`src/rtl/mux_pkg.sv`:
```
// Shared types and helpers for the arbitrating mux.
package mux_pkg;

    typedef enum logic [1:0] {
        MUX_SEL   = 2'd0,
        MUX_FIXED = 2'd1,
        MUX_RR    = 2'd2
    } mux_mode_e;

    // Channel index width; at least one bit even for a single channel.
    function automatic int unsigned ch_width(input int unsigned n);
        return (n > 1) ? 32'($clog2(n)) : 32'd1;
    endfunction

endpackage

```
`src/rtl/arb_grant.sv`:
```
// Combinational grant selection: valid vector, pointer and select -> grant.
module arb_grant
    import mux_pkg::*;
#(
    parameter int unsigned NCH  = 4,
    parameter mux_mode_e   MODE = MUX_RR,
    localparam int unsigned CHW = ch_width(NCH)
) (
    input  logic [NCH-1:0] valid,
    input  logic [CHW-1:0] ptr,
    input  logic [CHW-1:0] sel,
    output logic [NCH-1:0] gnt_oh_c,
    output logic [CHW-1:0] gnt_idx_c,
    output logic           gnt_any_c
);

    // Pick the granted channel; a grant is only reported for a valid channel.
    always_comb begin
        int unsigned idx;
        gnt_oh_c  = '0;
        gnt_idx_c = '0;
        gnt_any_c = 1'b0;
        idx       = 0;
        case (MODE)
            MUX_SEL: begin
                if ((32'(sel) < NCH) && valid[sel]) begin
                    gnt_any_c = 1'b1;
                    gnt_idx_c = sel;
                end
            end
            MUX_FIXED: begin
                for (int unsigned k = 0; k < NCH; k++) begin
                    if (!gnt_any_c && valid[CHW'(k)]) begin
                        gnt_any_c = 1'b1;
                        gnt_idx_c = CHW'(k);
                    end
                end
            end
            default: begin
                // Search upward from ptr, wrapping at NCH-1.
                for (int unsigned k = 0; k < NCH; k++) begin
                    idx = (32'(ptr) + k) % NCH;
                    if (!gnt_any_c && valid[CHW'(idx)]) begin
                        gnt_any_c = 1'b1;
                        gnt_idx_c = CHW'(idx);
                    end
                end
            end
        endcase
        if (gnt_any_c) begin
            gnt_oh_c[gnt_idx_c] = 1'b1;
        end
    end

endmodule

```
`src/rtl/arb_mux.sv`:
```
// N-channel arbitrating mux with a single registered output entry.
module arb_mux
    import mux_pkg::*;
#(
    parameter int unsigned XLEN = 32,
    parameter int unsigned NCH  = 4,
    parameter mux_mode_e   MODE = MUX_RR,
    localparam int unsigned CHW = ch_width(NCH)
) (
    input  logic                      clk,
    input  logic                      reset_n,
    input  logic [NCH-1:0]            in_valid,
    input  logic [NCH-1:0][XLEN-1:0]  in_data,
    output logic [NCH-1:0]            in_ready,
    input  logic [CHW-1:0]            sel,
    output logic                      out_valid,
    output logic [XLEN-1:0]           out_data,
    output logic [CHW-1:0]            out_ch,
    input  logic                      out_ready
);

    logic [CHW-1:0] ptr;
    logic [NCH-1:0] gnt_oh;
    logic [CHW-1:0] gnt_idx;
    logic           gnt_any;
    logic           can_load;
    logic           load_en;

    arb_grant #(
        .NCH  (NCH),
        .MODE (MODE)
    ) u_grant (
        .valid     (in_valid),
        .ptr       (ptr),
        .sel       (sel),
        .gnt_oh_c  (gnt_oh),
        .gnt_idx_c (gnt_idx),
        .gnt_any_c (gnt_any)
    );

    // Output slot is free this cycle (empty or draining); never during reset.
    assign can_load = reset_n & (~out_valid | out_ready);
    assign load_en  = can_load & gnt_any;
    assign in_ready = can_load ? gnt_oh : '0;

    // Output register and round-robin pointer.
    always_ff @(posedge clk) begin
        if (!reset_n) begin
            out_valid <= 1'b0;
            out_data  <= '0;
            out_ch    <= '0;
            ptr       <= '0;
        end else if (load_en) begin
            out_valid <= 1'b1;
            out_data  <= in_data[gnt_idx];
            out_ch    <= gnt_idx;
            ptr       <= (gnt_idx == CHW'(NCH - 1)) ? '0 : gnt_idx + CHW'(1);
        end else if (out_ready) begin
            out_valid <= 1'b0;
        end
    end

endmodule

```
`config.mk`:
```
export PLATFORM = sky130hd
export DESIGN_NAME = arb_mux
export DESIGN_NICKNAME = d
export VERILOG_FILES = /design/src/rtl/mux_pkg.sv /design/src/rtl/arb_grant.sv /design/src/rtl/arb_mux.sv
export SDC_FILE = /design/constraint.sdc
export NUM_CORES = 1
export LEC_CHECK = 0
export ABC_AREA = 1
export BUFFER_PORTS_ARGS = -buffer_cell sky130_fd_sc_hd__buf_2
export CAP_MARGIN = 40
export CORE_UTILIZATION = 44
export DETAILED_ROUTE_END_ITERATION = 7
export PLACE_DENSITY = 0.87
export SYNTH_ARGS = -nofsm -noshare
export SYNTH_HDL_FRONTEND = slang
export SYNTH_SLANG_ARGS = --single-unit
```
`constraint.sdc`:
```
create_clock -name clk -period 2.8 [get_ports clk]
set_input_delay 0.56 -clock clk [delete_from_list [all_inputs] [get_ports clk]]
set_output_delay 0.56 -clock clk [all_outputs]
set_load 0.05 [all_outputs]
```
==> metrics, run 1 <==
Yosys cell types=22; IO Count=176; setup ws final=0.186 ns; share of layout cells above drive strength 1=33.1%; placed instance area=3720 sq um; pre-CTS WS=0.234 ns; Die X=83.5 microns; Post-CTS Hold Fix Bufs=0; met2 wire length=4700 microns; Setup Buffers After CTS=0; Peak Freq=0.383 GHz; Storage cell area=746 sq um; RSZ-0062 raised after global routing=false; final setup violation count=0; grt ovf=0; Root Driver=clkbuf_8; #FFs+latches synth=37; fin crit period=2.61 ns; Crit-path slowest cell=dfxtp_4; Clock Skew=0.00757 ns; Routed met3 length=700 microns; Post-Synth Adder-Cell Area=0.428%; Yosys top cell area share=25.3%; most frequent CP cell=inv_1; design area=3810 sq um; Max clock buf depth=2; routed wire length=9550 microns; Layout Nets=771; VDD IR max=0.00146 V; crit path capture type=primary output; Area Growth Syn to Fin=30.4%; # diodes=0; total clock buffers created by CTS=5; ranking of synthesized cells by area=dfxtp_1, nand3_1, nand2_1; GRT Total Usage=27.6%; DRC=0; first-pass GRT wire length=15900 microns; hpwl dp=6620 microns; Leak=2.20 nW; vias in the first global route=3493; post-CTS sizing=0; full die area=6970 sq um; maxcap violations=0; via count=3922; DRT iter0 DRCs=219; Filler Cell Count=616; TNS Setup=0 ns; Die Span Y=83.5 microns; Starting Density=45.8%; Final Hold Violating Endpoints=0; synth warn=0; Antenna Nets Post-Route=0; worst reg-to-reg setup slack=0.59 ns; xor/xnor share of the synthesized area=0%; Core Area=6390 sq um; 1st-pass router iterations=5; synthesized cell area=2920 sq um; CP peak stage delay=0.40 ns; cells along the critical path=buf_4 -> nand2_1 -> nand3_1 -> nand2_2 -> inv_1 -> nand2_1 -> nand2_2 -> nand3_2 -> inv_1 -> ha_1 -> inv_1 -> nor2_2 -> buf_4; TritonCTS clock tree=built; Power Dens Cells=1630 nW/um^2; sequential area share after synthesis=25.3%; CTS Sinks=37; area of the multi-input gates=1750 sq um; FP Rows=29; final period utilization=93.4%; CP max FO=7; vias per cell=5.53; clk_lat worst skew=0.28 ns; Hold Crit Class=reg -> reg; Post-Syn Nets=623; Setup Crit Path Kind=reg -> out; antenna violations before repair=0; Max Transition Viols Final=0; H-Tree Depth=2; largest net degree at the start of global routing=65; largest family of logic cells by synthesized area=simple AND/OR/NAND/NOR gates; mux cell area share after synthesis=0%; Worst Max-Slew Pin Slew=0.668 ns; Data arrival, critical path=2.05 ns; Post-Syn Area per Cell=6.03 sq um; Compound-Gate Fraction of Synth Area=1.37%; WL met1=3940 microns; GP Congestion=0.881; Clock transition at path regs=0.07 ns; Non-Filler Instances=709; port bufs=173; outcome=finished clean; Synth Area in Simple Gates=57.9%; Routed WL per cell=13.5 microns; element type at the critical path start=flip-flop; Placed Cells=703; highest routing layer actually used=met4; Mapped Cells=485; Worst Path Required=2.24 ns; area leader, netlist=dfxtp_1; max_slew headroom=55.5%
[placed cells by master (no fill, tap or decap)]
master,instances
buf_4,14
nand3_4,1
a211oi_1,1
inv_4,1
clkbuf_8,5
nand2_1,144
nand3_2,3
buf_6,2
inv_2,3
ha_1,1
clkinv_2,1
dfxtp_2,1
o21ai_0,2
inv_1,37
nand3_1,128
dfxtp_4,1
a21boi_1,1
buf_2,170
nor2_1,7
clkbuf_4,1
dfxtp_1,35
nor2_2,1
nor2_4,1
nand2_2,3
nor3_2,1
nand4_1,64
a21oi_1,3
[Yosys cell counts]
library cell	n
nand4_1	64
inv_2	4
buf_6	5
nand2_2	2
buf_2	20
dfxtp_1	37
a211oi_1	1
nand3_1	128
a21boi_1	1
nor2_4	1
nand3_2	3
nor3_1	1
inv_1	37
nor2_1	8
buf_4	13
ha_1	1
o21ai_0	2
a21oi_1	3
nand2_1	145
nand3_4	1
buf_1	3
clkbuf_1	5
[worst paths after layout]
check	from	end	depth (start not counted)
setup reg to reg	ptr[0]	out_data[26]	12
hold / removal	out_data[7]	out_data[7]	2
hold reg to reg	out_data[7]	out_data[7]	2
setup / recovery	ptr[0]	in_ready[3]	13
[critical path, delay by kind of cell (launching register included)]
family / cells / cell delay [ns]
and+or+nand+nor: 7 / 0.67
buffers and inverters: 5 / 0.56
DFF: 1 / 0.40
adders and majority gates: 1 / 0.13
[state kept, by name, summed over array words and instances (netlist names)]
signal / flops
ptr: 2
out_data: 32
out_valid: 1
out_ch: 2
[layer usage]
metal,vias to the layer above,track usage (%)
met4,0,9.40
met3,25,5.54
li1,1936,-
met2,209,50.8
met5,-,0
met1,1752,31.8
[cell families after synthesis]
family / Yosys count
AND/OR/NAND/NOR: 353
buffers and inverters: 87
flip-flops: 37
AO/OA/AOI/OAI: 7
adder cells (fa/ha/maj): 1
[through the flow]
step	total power, mW	hold WS [ns]	util (%)
floorplan	5.05	0.518	-
global route	6.81	0.485	59.7
global placement	5.67	0.455	58.2
finish	6.22	0.466	59.7
CTS	6.16	0.469	59.3
detailed placement	5.80	0.457	58.2
[where the power goes]
group / internal [mW] / switching [mW] / total, mW / leakage [nW]
clock: 0.164 / 0.176 / 0.340 / 0.0399
combinational: 1.47 / 3.50 / 4.96 / 1.85
sequential: 0.774 / 0.137 / 0.911 / 0.309
[area by class of cell]
class | count | share of cell area (%)
inverters | 41 | 4.10
multi-input cells | 361 | 46.0
well taps | 77 | 2.53
flip-flops and latches | 37 | 19.6
clock buffers | 5 | 1.81
clock inverters | 1 | 0.131
repair buffers | 187 | 25.9
Note: power is estimated with default switching activity, not from simulation.
==> inputs of run 2 (changes only) <==
SETUP_SLACK_MARGIN = 0.3   (was unset)
==> run 2 against run 1 <==
Effect of this change: count of clock-buffer cells in the layout rose by 2; final cell count grew 1.3%; worst setup slack improved by 0.061 ns; register-to-register slack lost 0.06 ns; hold slack gained 0.0016 ns; power grew 9.5%; core utilization rose by 4.1 points; global-route usage grew 0.45 points; critical endpoint unchanged; die area unchanged; clock skew shrank 0.00055 ns; combinational power is 11% higher; wire length is 8.2% higher; critical path type is now in -> out.
==> metrics, run 2 (synthesized netlist as in run 1, its figures left out) <==
outcome=finished clean; GRT Total Usage=28.1%; worst r2r src=ptr[0]; r2r endpoint=out_data[29]; Layout Nets=779; DRC=0; Root Driver=clkbuf_8; CTS Sinks=37; Antenna Nets Post-Route=0; total clock buffers created by CTS=5; H-Tree Depth=2; hpwl dp=6710 microns; Clock Skew=0.00703 ns; VDD IR max=0.00100 V; design area=4070 sq um; Area Growth Syn to Fin=39.4%; CP max FO=3; vias in the first global route=3505; share of layout cells above drive strength 1=38.4%; via count=4003; final setup violation count=0; Largest Register=out_data; vias per cell=5.58; IO Count=176; placed instance area=3720 sq um; Max Transition Viols Final=0; Worst Path Required=2.24 ns; TritonCTS clock tree=built; Worst Max-Slew Pin Slew=0.675 ns; GP Congestion=0.952; routed wire length=10300 microns; DRT iter0 DRCs=268; antenna violations before repair=0; commonest non-fill, non-tap cells in the layout=buf_2, nand2_1, nand3_1; max_slew headroom=55.0%; first-pass GRT wire length=16100 microns; Clock transition at path regs=0.07 ns; maxcap violations=0; Hold Crit Depth=2; # diodes=0; grt ovf=0; pre-CTS WS=0.216 ns; max FFs per register=32; highest routing layer actually used=met4; Hold Crit Class=reg -> reg; full die area=6970 sq um; Worst Hold Launch=out_data[31]; hold path endpoint=out_data[31]; Starting Density=45.8%; port bufs=173; FP Rows=29; fin crit period=2.55 ns; final core utilization=63.8%; clk_lat worst skew=0.28 ns; 1st-pass router iterations=5; Leak=2.29 nW; Filler Cell Count=570; Power Dens Cells=1670 nW/um^2; Setup Crit Path Kind=in -> out; Largest regs=out_data: 32 flops, out_ch: 2 flops, ptr: 2 flops; met2 wire length=5060 microns; Post-CTS Hold Fix Bufs=0; largest net degree at the start of global routing=65; setup ws final=0.247 ns; Peak Freq=0.392 GHz; Die Span Y=83.5 microns; RSZ-0062 raised after global routing=true; TNS Setup=0 ns; Max clock buf depth=2; commonest non-fill, non-tap cell in the layout=buf_2; Final Hold Violating Endpoints=0; FF-to-FF path depth=13; Routed WL per cell=14.4 microns; Routed met3 length=907 microns; crit path capture type=primary output; Core Area=6390 sq um; Data arrival, critical path=1.99 ns; worst reg-to-reg setup slack=0.53 ns; Die X=83.5 microns; WL met1=4020 microns; final period utilization=91.2%; element type at the critical path start=primary input
run 2: cell count changes in the layout (fill, tap and decap cells not counted), moves of 3 or more:
| cell | change |
|---|---|
| buf_4 | +4 |
| buf_6 | +4 |
| inv_1 | -4 |
| inv_2 | +4 |
| nand2_1 | -15 |
| nand2_2 | +9 |
| nand2_4 | +6 |
| nand3_1 | -5 |
| nand3_4 | +3 |
| nor2_1 | -3 |
run 2: worst max-delay path by stage:
stage | cells past startpoint | from | end
6_report | 12 | in_valid[2] | in_ready[3]
5_1_grt | 12 | ptr[0] | in_ready[2]
4_1_cts | 12 | ptr[0] | in_ready[3]
3_5_place_dp | 12 | ptr[0] | in_ready[2]
3_3_place_gp | 12 | in_valid[1] | in_ready[2]
2_1_floorplan | 11 | in_valid[1] | in_ready[1]
run 2: cell type report:
type	count	area [sq um]	share of cell area, %
clock buffer	7	86.3	2.12
inverter	41	161	3.96
multi-input combinational	361	1900	46.6
sequential	37	748	18.4
tap	77	96.3	2.36
timing repair buffer	195	1080	26.6
run 2: where the power goes:
part | switching, mW | internal [mW]
logic | 3.77 | 1.74
registers | 0.151 | 0.777
clock network | 0.174 | 0.195
total | 4.10 | 2.71
run 2: metal layers:
layer	vias to the layer above	global-route usage, %
li1	1956	-
met1	1765	34.7
met2	249	48.0
met3	33	5.44
met4	0	11.4
met5	-	0
run 2: timing repair:
| item | 4_1_cts | 5_1_grt |
|---|---|---|
| endpoints found under the setup margin | 4 | 4 |
| pin swaps | 11 | 14 |
| resized for setup | 34 | 25 |
| setup buffers | 4 | 5 |
run 2: worst max-delay path, cell delays in order:
cell and delay, ns:
buf_2 0.11, inv_1 0.12, nand2_2 0.13, nand3_4 0.12
nand2_4 0.07, nor2_4 0.18, nand3_2 0.13, nand3_4 0.13
ha_4 0.13, inv_2 0.04, nor2_4 0.10, buf_6 0.17
run 2: metrics by stage:
| step | total power [mW] | instances | hold WS [ns] |
|---|---|---|---|
| floorplan | 5.07 | 485 | 0.518 |
| global placement | 5.72 | 702 | 0.453 |
| detailed placement | 5.83 | 702 | 0.458 |
| CTS | 6.43 | 713 | 0.469 |
| global route | 7.38 | 718 | 0.487 |
| finish | 6.80 | 718 | 0.467 |
==> inputs of run 3 (changes only) <==
CORE_UTILIZATION = 48   (was 44)
PLACE_DENSITY = 0.94   (was 0.87)
RECOVER_POWER = 100   (was unset)
clock period = 3.3 ns   (was 2.8 ns; I/O delays follow)
==> run 3 against run 2 <==
Effect of this change: clock power decreased by 19%; final cell count decreased by 1.4%; flip-flop and latch count unchanged; die area decreased by 8.1%; core utilization decreased by 0.29 points; clock skew about the same; first-iteration DRC count increased by 1.5%; critical path depth decreased by 1; wire length decreased by 3.9%; sequential share of layout area increased by 1.6 points; highest routed layer unchanged.
==> metrics, run 3 (synthesized netlist as in run 1, its figures left out) <==
area of the multi-input gates=1750 sq um; Root Driver=clkbuf_8; DRC=0; max FFs per register=32; clk_lat worst skew=0.29 ns; Filler Cell Count=581; Antenna Nets Post-Route=0; RSZ-0062 raised after global routing=false; H-Tree Depth=2; crit path capture type=primary output; 1st-pass router iterations=5; share of layout cells above drive strength 1=26.5%; Die Span Y=80.0 microns; cell family with most CP delay=buffers and inverters; CP Capture Point=in_ready[1]; final setup violation count=0; port bufs=173; FF-to-FF path depth=14; Max Transition Viols Final=0; FP Rows=28; # diodes=0; TNS Setup=0 ns; TritonCTS clock tree=built; antenna violations before repair=0; Setup Buffers After CTS=0; r2r endpoint=out_data[29]; vias in the first global route=3332; CP peak stage delay=0.49 ns; Power Dens Cells=1400 nW/um^2; Clock transition at path regs=0.07 ns; Worst Path Required=2.64 ns; Setup Crit Path Kind=reg -> out; cells along the critical path=inv_2 -> nand2_1 -> nand2_1 -> nand2_1 -> nand2_1 -> nor2_4 -> nand3_1 -> nand3_1 -> buf_4 -> nor3_2 -> clkbuf_1; GP Congestion=0.959; pre-CTS WS=0.458 ns; commonest non-fill, non-tap cells in the layout=nand2_1, buf_2, nand3_1; Peak Freq=0.336 GHz; Final Hold Violating Endpoints=0; GRT Total Usage=28.8%; Worst Setup SP=ptr[0]; maxcap violations=0; Die X=80.0 microns; worst reg-to-reg setup slack=0.70 ns; Max clock buf depth=2; CP max FO=12; total clock buffers created by CTS=5; vias per cell=5.67; Hold Crit Class=reg -> reg; Worst Max-Slew Pin Slew=0.962 ns; hpwl dp=6860 microns; grt ovf=0; IO Count=176; Clock Skew=0.00734 ns; Layout Nets=770; Data arrival, critical path=2.32 ns; Largest Register=out_data; setup ws final=0.323 ns; first-pass GRT wire length=14500 microns; Starting Density=49.7%; Core Area=5890 sq um; Storage cell area=744 sq um; fin crit period=2.98 ns; max_slew headroom=35.9%; CTS Sinks=37; outcome=finished clean; via count=4015; worst r2r src=ptr[0]; Crit path depth=11; routed wire length=9930 microns; most frequent CP cell=nand2_1; commonest non-fill, non-tap cell in the layout=nand2_1; Area Growth Syn to Fin=27.9%; count of buffer and inverter cells on the critical path=3; final period utilization=90.2%; Leak=2.06 nW; element type at the critical path start=flip-flop; VDD IR max=0.000968 V; Routed WL per cell=14.0 microns; final core utilization=63.5%; Crit-path slowest cell=clkbuf_1; Largest regs=out_data: 32 flops, out_ch: 2 flops, ptr: 2 flops; DRT iter0 DRCs=272; full die area=6410 sq um; largest net degree at the start of global routing=65; Post-CTS Hold Fix Bufs=0
## run 3: changes by cell type in the layout (fill, tap and decap cells not counted), sizes merged
cell and change:
buf -50, clkbuf +40, clkinv +2
## run 3: report_power, final
part	switching [mW]	leakage [nW]	internal, mW	total (mW)
clock network	0.152	0.0450	0.146	0.298
registers	0.120	0.309	0.655	0.775
logic	3.00	1.71	1.14	4.14
## run 3: area by class of cell
type	count	share of cell area (%)
clock buffers	6	1.94
well taps	75	2.51
flip-flops and latches	37	19.9
clock inverters	2	0.268
inverters	41	4.12
multi-input cells	361	46.7
repair buffers	186	24.5
## run 3: worst min path at each step
stage,startpoint,endpoint,slack (ns),cells past startpoint
final,out_data[17],out_data[17],0.47,2
after global routing,out_data[25],out_data[25],0.49,2
after CTS,out_data[17],out_data[17],0.47,2
after detailed placement,out_data[17],out_data[17],0.46,2
after global placement,out_data[22],out_data[22],0.45,2
after floorplan,ptr[1],ptr[1],0.52,2
## run 3: worst reg2reg max path: stages (launching register included)
cell	delay, ns
dfxtp_4	0.39
inv_2	0.15
nand2_1	0.08
nand2_1	0.10
nand2_1	0.08
nand2_1	0.11
nor2_4	0.05
nand3_1	0.07
nand3_1	0.13
buf_4	0.21
inv_1	0.08
clkbuf_2	0.58
nand3_1	0.26
nand3_1	0.15
nand2_1	0.05
## run 3: timing repair
| item | 4_1_cts | 5_1_grt |
|---|---|---|
| hold endpoints to repair | 0 | 0 |
| gates resized for setup | 1 | 3 |
| setup endpoints to repair | 3 | 3 |
| cloned | 0 | 0 |
## run 3: layer usage
| metal | up-vias | wire length, microns | GRT usage [%] |
|---|---|---|---|
| met1 | 1810 | 3910 | 33.0 |
| met5 | - | 0 | 0 |
| met2 | 246 | 4800 | 53.0 |
| met3 | 23 | 993 | 4.46 |
| li1 | 1936 | - | - |
| met4 | 0 | 225 | 11.1 |
## run 3: stage by stage
step	instance area, sq um	hold WS, ns	power (mW)	std cells
floorplan	2930	0.518	4.29	485
global placement	3710	0.453	4.81	700
detailed placement	3710	0.456	4.94	700
CTS	3790	0.468	5.25	708
global route	3740	0.486	5.65	708
finish	3740	0.469	5.22	708
